### src/rtl/mem_initiator.sv
// Single-port-per-side memory initiator: arbitrates fetch vs load/store requests into one-cycle
// memory accesses. Optional macro MEM_ALIGN_CHECK_EN also rejects addresses with bits [1:0] != 0.
module mem_initiator #(
    parameter int unsigned MEM_BYTES = 65536
) (
    input  logic        mem_Clk,
    input  logic        Reset_n,
    input  logic        fetch_req,
    input  logic [31:0] fetch_pc,
    output logic        fetch_ack,
    output logic [31:0] fetch_instr,
    input  logic        ls_req,
    input  logic        ls_we,
    input  logic [31:0] ls_addr,
    input  logic [31:0] ls_wdata,
    output logic        ls_ack,
    output logic [31:0] ls_rdata,
    output logic        err,
    output logic        instruction_memory_en,
    output logic [31:0] instruction_memory_a,
    input  logic [31:0] instruction_memory_v,
    output logic [31:0] data_memory_a,
    output logic        data_memory_read,
    output logic        data_memory_write,
    output logic [31:0] data_memory_out_v,
    input  logic [31:0] data_memory_in_v
);

    typedef enum logic [2:0] {
        IDLE  = 3'd0,
        FETCH = 3'd1,
        LOAD  = 3'd2,
        STORE = 3'd3,
        DONE  = 3'd4
    } state_t;

    // Last byte address at which a full 32-bit word still fits; compared directly, never as addr+3.
    localparam logic [31:0] ADDR_LAST = 32'(MEM_BYTES - 32'd4);

    function automatic logic addr_reject(input logic [31:0] addr);
        logic bad;
        bad = (addr > ADDR_LAST);
`ifdef MEM_ALIGN_CHECK_EN
        bad = bad | (addr[1:0] != 2'b00);
`else
        bad = bad | 1'b0;
`endif
        return bad;
    endfunction

    state_t      state_q, state_d;
    logic        imem_en_q, imem_en_d;
    logic [31:0] imem_a_q, imem_a_d;
    logic [31:0] dmem_a_q, dmem_a_d;
    logic        dmem_rd_q, dmem_rd_d;
    logic        dmem_wr_q, dmem_wr_d;
    logic [31:0] dmem_out_q, dmem_out_d;
    logic        fetch_ack_q, fetch_ack_d;
    logic        ls_ack_q, ls_ack_d;
    logic        err_q, err_d;
    logic [31:0] fetch_instr_q, fetch_instr_d;
    logic [31:0] ls_rdata_q, ls_rdata_d;

    // Next-state and registered-output decode; strobes default low so each lasts exactly one cycle.
    always_comb begin
        state_d       = state_q;
        imem_a_d      = imem_a_q;
        dmem_a_d      = dmem_a_q;
        dmem_out_d    = dmem_out_q;
        fetch_instr_d = fetch_instr_q;
        ls_rdata_d    = ls_rdata_q;
        imem_en_d     = 1'b0;
        dmem_rd_d     = 1'b0;
        dmem_wr_d     = 1'b0;
        fetch_ack_d   = 1'b0;
        ls_ack_d      = 1'b0;
        err_d         = 1'b0;
        case (state_q)
            IDLE: begin
                if (ls_req) begin
                    dmem_a_d   = ls_addr;
                    dmem_out_d = ls_wdata;
                    if (addr_reject(ls_addr)) begin
                        state_d  = DONE;
                        ls_ack_d = 1'b1;
                        err_d    = 1'b1;
                    end else if (ls_we) begin
                        state_d   = STORE;
                        dmem_wr_d = 1'b1;
                    end else begin
                        state_d   = LOAD;
                        dmem_rd_d = 1'b1;
                    end
                end else if (fetch_req) begin
                    imem_a_d = fetch_pc;
                    if (addr_reject(fetch_pc)) begin
                        state_d     = DONE;
                        fetch_ack_d = 1'b1;
                        err_d       = 1'b1;
                    end else begin
                        state_d   = FETCH;
                        imem_en_d = 1'b1;
                    end
                end else begin
                    state_d = IDLE;
                end
            end
            FETCH: begin
                fetch_instr_d = instruction_memory_v;
                fetch_ack_d   = 1'b1;
                state_d       = DONE;
            end
            LOAD: begin
                ls_rdata_d = data_memory_in_v;
                ls_ack_d   = 1'b1;
                state_d    = DONE;
            end
            // Load data is undefined while writing, so ls_rdata is deliberately left alone.
            STORE: begin
                ls_ack_d = 1'b1;
                state_d  = DONE;
            end
            DONE: begin
                state_d = IDLE;
            end
            default: begin
                state_d = IDLE;
            end
        endcase
    end

    // State and output registers; reset aborts any access in flight without an ack.
    always_ff @(posedge mem_Clk or negedge Reset_n) begin
        if (!Reset_n) begin
            state_q       <= IDLE;
            imem_en_q     <= 1'b0;
            imem_a_q      <= 32'd0;
            dmem_a_q      <= 32'd0;
            dmem_rd_q     <= 1'b0;
            dmem_wr_q     <= 1'b0;
            dmem_out_q    <= 32'd0;
            fetch_ack_q   <= 1'b0;
            ls_ack_q      <= 1'b0;
            err_q         <= 1'b0;
            fetch_instr_q <= 32'd0;
            ls_rdata_q    <= 32'd0;
        end else begin
            state_q       <= state_d;
            imem_en_q     <= imem_en_d;
            imem_a_q      <= imem_a_d;
            dmem_a_q      <= dmem_a_d;
            dmem_rd_q     <= dmem_rd_d;
            dmem_wr_q     <= dmem_wr_d;
            dmem_out_q    <= dmem_out_d;
            fetch_ack_q   <= fetch_ack_d;
            ls_ack_q      <= ls_ack_d;
            err_q         <= err_d;
            fetch_instr_q <= fetch_instr_d;
            ls_rdata_q    <= ls_rdata_d;
        end
    end

    assign fetch_ack             = fetch_ack_q;
    assign fetch_instr           = fetch_instr_q;
    assign ls_ack                = ls_ack_q;
    assign ls_rdata              = ls_rdata_q;
    assign err                   = err_q;
    assign instruction_memory_en = imem_en_q;
    assign instruction_memory_a  = imem_a_q;
    assign data_memory_a         = dmem_a_q;
    assign data_memory_read      = dmem_rd_q;
    assign data_memory_write     = dmem_wr_q;
    assign data_memory_out_v     = dmem_out_q;

endmodule

### config.mk
export PLATFORM = sky130hd
export DESIGN_NAME = mem_initiator
export DESIGN_NICKNAME = d
export VERILOG_FILES = /design/src/rtl/mem_initiator.sv
export SDC_FILE = /design/constraint.sdc
export NUM_CORES = 1
export LEC_CHECK = 0
export ABC_AREA = 1
export CAP_MARGIN = 0
export CORE_MARGIN = 1
export CORE_UTILIZATION = 30
export DETAILED_ROUTE_END_ITERATION = 7
export PLACE_DENSITY = 0.62
export SLEW_MARGIN = 30
export SYNTH_ARGS = -nofsm -noshare
export SYNTH_HDL_FRONTEND = slang
export SYNTH_SLANG_ARGS = --single-unit
### constraint.sdc
create_clock -name mem_Clk -period 3 [get_ports mem_Clk]
set_clock_uncertainty 0.2 [all_clocks]
set_input_delay 0.6 -clock mem_Clk [delete_from_list [all_inputs] [get_ports mem_Clk]]
set_output_delay 0.6 -clock mem_Clk [all_outputs]
set_load 0.02 [all_outputs]
-- Yosys cells after proc, flatten, opt, wreduce, memory -nomap -nowiden
Index checks and enable logic that the tools add are counted.
- register bits: 169
- bits of input ports: 165
- output and inout port bits: 166
- word-level logic and storage cells: 50
- order comparisons: 2
- eq/ne operators: 3
- mux-type cells: 27
- bitwise operators: 1
- reduce and logical (&&, ||, !) cells: 5
- operators with widths (cell ; count):
    32-bit by 16-bit > comparator with 1-bit output (second input constant) ; 2
    1-bit two-way mux ; 20
    3-bit two-way mux ; 4
    3-bit by 2-bit equality test with 1-bit output (second input constant) ; 2
    3-bit one-hot mux with 2 select lines ; 1
    1-bit one-hot mux with 2 select lines ; 2
    3-bit by 1-bit equality test with 1-bit output (second input constant) ; 1
    3-bit zero test ; 1
    3-bit AND reduction ; 1
    3-bit OR reduction ; 1
    2-bit AND reduction ; 1
    2-bit OR reduction ; 1
    1-bit inverter ; 1

-- Longest topological paths before layout
Gate-level depths: netlist of the first run.
- depth after elaboration: 5
- mapped depth: 9
- mapped depth without buffers: 8

-- Worst setup path after synthesis of the first run
No wires, ideal clock.
- path type: input port to flip-flop
- start: input ls_addr[0]
- end: register ls_ack_q (netlist: ls_ack)
- setup time: 0.127 ns
- arrival: 1.207 ns
- required time: 2.673 ns
- slack: 1.466 ns
- stages: 7
- path buffers: 0
- cell sequence: or2_2 -> nand2_1 -> nor2_1 -> nand2_1 -> nand2_1 -> nand2_1 -> o21ai_0
- word-level cells in the longest chain between the ends: 4
- ends and longest elaborated chain (item ; RTL line ; text):
    start: declaration ; 14 ; input logic [31:0] ls_addr,
    32-bit by 16-bit > comparator with 1-bit output ; 42 ; bad = (addr > ADDR_LAST);
    1-bit two-way mux ; 83 ; if (addr_reject(ls_addr)) begin
    1-bit two-way mux ; 80 ; if (ls_req) begin
    1-bit one-hot mux with 2 select lines ; 78 ; case (state_q)
    via ls_ack_d ; 59 ; logic ls_ack_q, ls_ack_d;
    end signal: assignment ; 156 ; ls_ack_q <= ls_ack_d;
    end: declaration ; 59 ;
The timed path passes the listed nets, and every way through them passes these cells.
A chain may end at the register's enable or synchronous reset.

-- Worst setup path after layout of the first run
- start: register fetch_instr_q[6] (netlist: fetch_instr[6])
- end: output fetch_instr[6]
- RTL lines (item ; RTL line ; text):
    start: declaration ; 61 ; logic [31:0] fetch_instr_q, fetch_instr_d;
    start signal: assignment ; 158 ; fetch_instr_q <= fetch_instr_d;
    end: declaration ; 11 ; output logic [31:0] fetch_instr,
No word-level cell between the ends.

==> results of run 1 <==
[cells by family after synthesis]
family,Yosys count,synth area share
buffers and inverters,56,0.0430
multiplexers,64,0.123
AO/OA/AOI/OAI,20,0.0148
flip-flops,169,0.627
AND/OR/NAND/NOR,334,0.192
[area by class of cell]
type                            instances  area [um2]
Tap cell                              280         350
Fill cell                            2017       11000
Clock buffer                           19         443
Timing Repair Buffer                  340        3410
Multi-Input combinational cell        418        2230
Sequential cell                       169        4230
Clock inverter                         12         166
Inverter                               31         116
[worst max-delay path by stage]
stage	end	cells after the start	slack (ns)
after floorplan	ls_ack	7	1.47
after global placement	data_memory_a[15]	6	0.61
after detailed placement	fetch_ack	6	0.57
after CTS	fetch_instr[6]	1	0.72
after global routing	fetch_instr[6]	1	0.70
final	fetch_instr[6]	1	0.75
[synth_stat cells]
cell type and instances:
nor2_1 30, dfrtp_1 169, mux2_2 34, buf_2 16, nand3_1 7, nand2_2 2
mux2_4 30, o21ai_0 20, nand2_4 1, clkbuf_1 1, nand3_2 1, nand2_1 287
buf_6 8, or2_2 1, nand4_1 5, inv_2 3, inv_1 28
[power by group through the flow]
stage                     logic (W)  registers, W  clock network (W)
after global placement      0.00167       0.00276                  0
after detailed placement    0.00168       0.00276                  0
after floorplan            0.000329       0.00311                  0
final                       0.00166       0.00272            0.00229
after CTS                   0.00169       0.00272            0.00237
after global routing        0.00177       0.00276            0.00246
[sequential cells by signal, summed over array words and instances (netlist names)]
signal                 count
fetch_instr               32
data_memory_write          1
ls_rdata                  32
data_memory_read           1
err                        1
state_q                    3
instruction_memory_en      1
ls_ack                     1
fetch_ack                  1
instruction_memory_a      32
data_memory_out_v         32
data_memory_a             32
[per-layer routing]
layer,track usage,vias up,part of all wire
met4,0.0787,0,0.023
met2,0.294,201,0.49
met5,0,-,0
met1,0.220,2577,0.42
met3,0.0456,26,0.067
li1,-,2673,-
[stage by stage]
stage	std cells	area, um2	power (W)	worst slack (ns)	hold slack (ns)
2_1_floorplan	643	6750	0.00344	1.47	0.104
3_3_place_gp	1237	10300	0.00442	0.607	0.261
3_5_place_dp	1237	10300	0.00444	0.572	0.264
4_1_cts	1269	10900	0.00678	0.716	0.282
5_1_grt	1269	10900	0.00700	0.703	0.291
6_report	1269	10900	0.00667	0.746	0.277
[what timing repair did]
action                                 CTS  global route
setup endpoints to repair                0             0
endpoints found under the hold margin   54             0
hold buffers                             1             0
==> run metrics, run 1 <==
sequential area share after synthesis=0.627; Syn Area/Cell=about 10 um2; reg-to-reg slack, setup=about 0.89 ns; Final Wtd Congestion=between 0.7 and 0.8; n_diodes=0; Worst path slowest cell=clkdlybuf4s50_1; Net Sw Frac=0.289; Post-Syn Instances=between 600 and 700; hold path depth=2; internal power=between 0.004 and 0.005 W; top-level I/O count=331; starting density of the core=0.307; Worst Tran Pin Value=about 0.91 ns; Final min period=roughly 2.3 ns; post-CTS setup buffer count=0; Yosys top cell area share=0.627; status=complete, but fails checks; PostCTS Resize Cnt=0; CP startpoint=fetch_instr[6]; H-Tree Depth=4; initial antenna violation count=0; r2r endpoint=fetch_instr[2]; sequential share of power=0.408; row count=54; commonest non-fill, non-tap cell in the layout=clkdlybuf4s50_1; GRT Total Usage=0.178; WP data required=2.20 ns; most frequent cells in the layout=clkdlybuf4s50_1 (329), nand2_1 (287), dfrtp_1 (169), mux2_2 (34); vias per cell=4.32; worst path bufs/invs=1; Worst Hold Launch=instruction_memory_a[8]; Min-Delay Path Class=reg -> reg; Critical Path Fanout Max=2; routed length per placed instance=about 16 um; flops & latches, synth=169; share of cells above drive strength 1=0.113; Worst-path clk slew=0.07 ns; Worst EP arrival=around 1.5 ns; first-pass GRT wire length=~32,000 um; Nets=about 1,100; Leakage=5.18 nW; Die Wd=152 um; endpoints failing setup=0; aggregate global routing overflow=0; Peak supply drop=0.280 mV; max-slew violations=0; Sw Pwr=roughly 0.0019 W; root buffer cell=clkbuf_16; Ys Warns=0; Fin. Hold Viols=0; HPWL Detailed=14,600 um; failing checks=design-rule violations; delay of the slowest cell on the worst path=around 0.63 ns; R2R depth=3; clk sinks=between 150 and 200; Initial DRT Pass Iterations=6; element type at the critical path end=primary output; via count of the first global-routing pass=around 5,500; vias=5,477; WS Path Type=reg -> out; DRT Wirelength=around 20,000 um; Area growth, synth to finish=62.1%; Antenna Violating Nets Remaining=0; Synth area leader=dfrtp_1; FMAX=approximately 0.44 GHz; die height=~150 um; Gate power share=0.248; setup repair after global routing missed its margin=false; synth unique cells=17; max_slew headroom=0.395; Synth area leaders=dfrtp_1 (63%), nand2_1 (16%), mux2_4 (6.7%), mux2_2 (5.7%), nor2_1 (1.7%); CTS tree=built; max_cap viols=0; Power Dens Cells=610 mW/mm2; Core Util, Final=0.498; Core Footprint=0.0220 mm2; clock latency at the later pin of the worst-skew pair=0.41 ns; type of origin of the critical path=flop; DRT iter0 DRCs=about 230; Reg2Reg Launch Point=state_q[2]; CTS buffer count=17; Hold Path Sink=instruction_memory_a[8]; delay-heaviest family, CP=buffers and inverters; clock group share of total power=0.344; Die ar.=about 0.023 mm2; largest net degree at the start of global routing=73; Port Buffer Count=330; Post-Syn Area=0.00675 mm2; Post-Syn Nets=about 810; Max clock buf depth=2; crit path cell chain=clkdlybuf4s50_1; Setup TNS=0 ns; DRC Markers=50; period utilization=0.751
(Power assumes the default switching activity.)
==> run 2: changes to the inputs <==
==> constraint.sdc (replaced) <==
create_clock -name mem_Clk -period 2.19 [get_ports mem_Clk]
set_clock_uncertainty 0.2 [all_clocks]
set_input_delay 0.438 -clock mem_Clk [delete_from_list [all_inputs] [get_ports mem_Clk]]
set_output_delay 0.438 -clock mem_Clk [all_outputs]
set_load 0.02 [all_outputs]
==> run 2 against run 1 <==
  * The run still ends with design-rule violations left
  * Global-route usage fell by 0.081 points
  * Clock power increased by 52%
  * Die area unchanged
  * First-iteration DRC count rose by 43%
  * Routed wire length increased by 0.26%
  * Sequential share of layout area fell by 0.59 points
  * Final area rose by 1.6%
  * Setup slack worse by 0.64 ns
  * Largest cell class unchanged
  * Largest power group unchanged
  * Highest routed layer unchanged
==> run metrics, run 2 (synthesis results as in run 1) <==
status=complete, but fails checks (unchanged); failing checks=design-rule violations (unchanged); Sw Pwr=0.00265 W (was 0.00193 W); endpoints failing setup=0 (unchanged); Final Wtd Congestion=0.769 (was 0.791); Port Buffer Count=330 (unchanged); max-slew violations=0 (unchanged); type of origin of the critical path=flop (unchanged); Die ar.=0.0231 mm2 (unchanged); Min-Delay Path Class=in -> async (was reg -> reg); DRT iter0 DRCs=334 (was 234); Max clock buf depth=2 (unchanged); row count=54 (unchanged); share of cells above drive strength 1=0.119 (was 0.113); HPWL Detailed=14,900 um (was 14,600 um); Net Sw Frac=0.279 (was 0.289); top-level I/O count=331 (unchanged); Critical Path Fanout Max=2 (unchanged); max_cap viols=0 (unchanged); Die Wd=152 um (unchanged); via count of the first global-routing pass=5,609 (was 5,547); Setup TNS=0 ns (unchanged); Worst Tran Pin Value=0.384 ns (was 0.906 ns); CTS Hold Bufs=1 (unchanged); most frequent cells in the layout=clkdlybuf4s50_1 (329), nand2_1 (287), dfrtp_1 (169), mux2_2 (34) (unchanged); FMAX=between 0.4 and 0.5 GHz; clock latency at the later pin of the worst-skew pair=0.41 ns (about the same); PostCTS Resize Cnt=0 (unchanged); Area growth, synth to finish=64.6% (was 62.1%); WS Path Type=reg -> out (unchanged); max_slew headroom=0.744 (was 0.395); dpl cell area=0.0104 mm2 (was 0.0103 mm2); WHS=0.231 ns (was 0.277 ns); Gate power share=0.240 (was 0.248); DRC Markers=50 (unchanged); clk sinks=169 (unchanged); CTS tree=built (unchanged); starting density of the core=0.307 (unchanged); Leakage=5.26 nW (was 5.18 nW); routed length per placed instance=15.6 um (about the same); CP startpoint=fetch_instr[6] (unchanged); internal power=0.00686 W (was 0.00475 W); vias per cell=4.34 (was 4.32); sequential share of power=0.393 (was 0.408); WP data required=1.55 ns (was 2.20 ns); GRT Total Usage=0.177 (was 0.178); Reg2Reg Launch Point=state_q[2] (unchanged); initial antenna violation count=0 (unchanged); Nets=1,147 (was 1,142); Tot Pwr=0.00951 W (was 0.00667 W); Worst EP arrival=1.45 ns (about the same); Fin. Hold Viols=0 (unchanged); fillers=1,982 (was 2,017); commonest non-fill, non-tap cell in the layout=clkdlybuf4s50_1 (unchanged); Core Footprint=0.0220 mm2 (unchanged); Worst-path clk slew=0.07 ns (about the same); Finished Cell Area=0.0111 mm2 (was 0.0109 mm2); Power Dens Cells=856 mW/mm2 (was 610 mW/mm2); Initial DRT Pass Iterations=7 (was 6); Peak supply drop=0.427 mV (was 0.280 mV); root buffer cell=clkbuf_16 (unchanged); Antenna Violating Nets Remaining=0 (unchanged); setup repair after global routing missed its margin=false (unchanged); n_diodes=0 (unchanged); H-Tree Depth=4 (unchanged); period utilization=0.951; crit path cell chain=clkdlybuf4s50_1 (unchanged); CTS buffer count=17 (unchanged); element type at the critical path end=primary output (unchanged); largest net degree at the start of global routing=73 (unchanged); die height=152 um (unchanged); worst path bufs/invs=1 (unchanged); delay of the slowest cell on the worst path=0.62 ns (was 0.63 ns); first-pass GRT wire length=31,600 um (about the same); delay-heaviest family, CP=buffers and inverters (unchanged); vias=5,524 (was 5,477); Worst path slowest cell=clkdlybuf4s50_1 (unchanged); DRT Wirelength=19,900 um (was 19,800 um); clock group share of total power=0.367 (was 0.344); post-CTS setup buffer count=0 (unchanged); aggregate global routing overflow=0 (unchanged); Core Util, Final=0.506 (was 0.498); Final min period=2.08 ns
[run 2: cell count changes in the layout (fill, tap and decap cells not counted), sizes merged]
cell,before,now
buf,10,15
bufinv,3,6
clkinv,2,0
clkbuf,19,18
[run 2: metal layers]
layer  wire length (um)  track usage
met5                  0            0
met4                467       0.0709
met3               1450       0.0482
met2               9820        0.301
met1               8120        0.213
[run 2: worst paths after layout]
path | to | slack [ns] | cells after the start
worst max-delay path | fetch_instr[6] | 0.11 | 1
worst min register to register | instruction_memory_a[9] | 0.28 | 2
min in group mem_Clk | instruction_memory_a[9] | 0.28 | 2
worst max register to register | data_memory_out_v[0] | 0.53 | 8
worst min-delay path | data_memory_a[0] | 0.23 | 2
max in group asynchronous | ls_rdata[29] | 0.91 | 3
[run 2: final cells by class]
type / instances / area [um2] / area share
Tap cell: 280 / 350 / 0.0315
Multi-Input combinational cell: 418 / 2230 / 0.201
Clock inverter: 13 / 240 / 0.0216
Sequential cell: 169 / 4230 / 0.381
Timing Repair Buffer: 345 / 3510 / 0.316
Inverter: 31 / 116 / 0.0105
Clock buffer: 18 / 439 / 0.0395
[run 2: power groups by stage]
stage / clock, W / combinational, W / sequential (W)
after floorplan: 0 / 0.000450 / 0.00427
after global placement: 0 / 0.00230 / 0.00378
after detailed placement: 0 / 0.00232 / 0.00378
after CTS: 0.00359 / 0.00232 / 0.00373
after global routing: 0.00372 / 0.00245 / 0.00379
final: 0.00349 / 0.00229 / 0.00373
[run 2: through the flow]
stage | cells | setup WS [ns]
after floorplan | 643 | 0.777
after global placement | 1242 | 0.212
after detailed placement | 1242 | 0.166
after CTS | 1274 | 0.0734
after global routing | 1274 | 0.0472
final | 1274 | 0.106
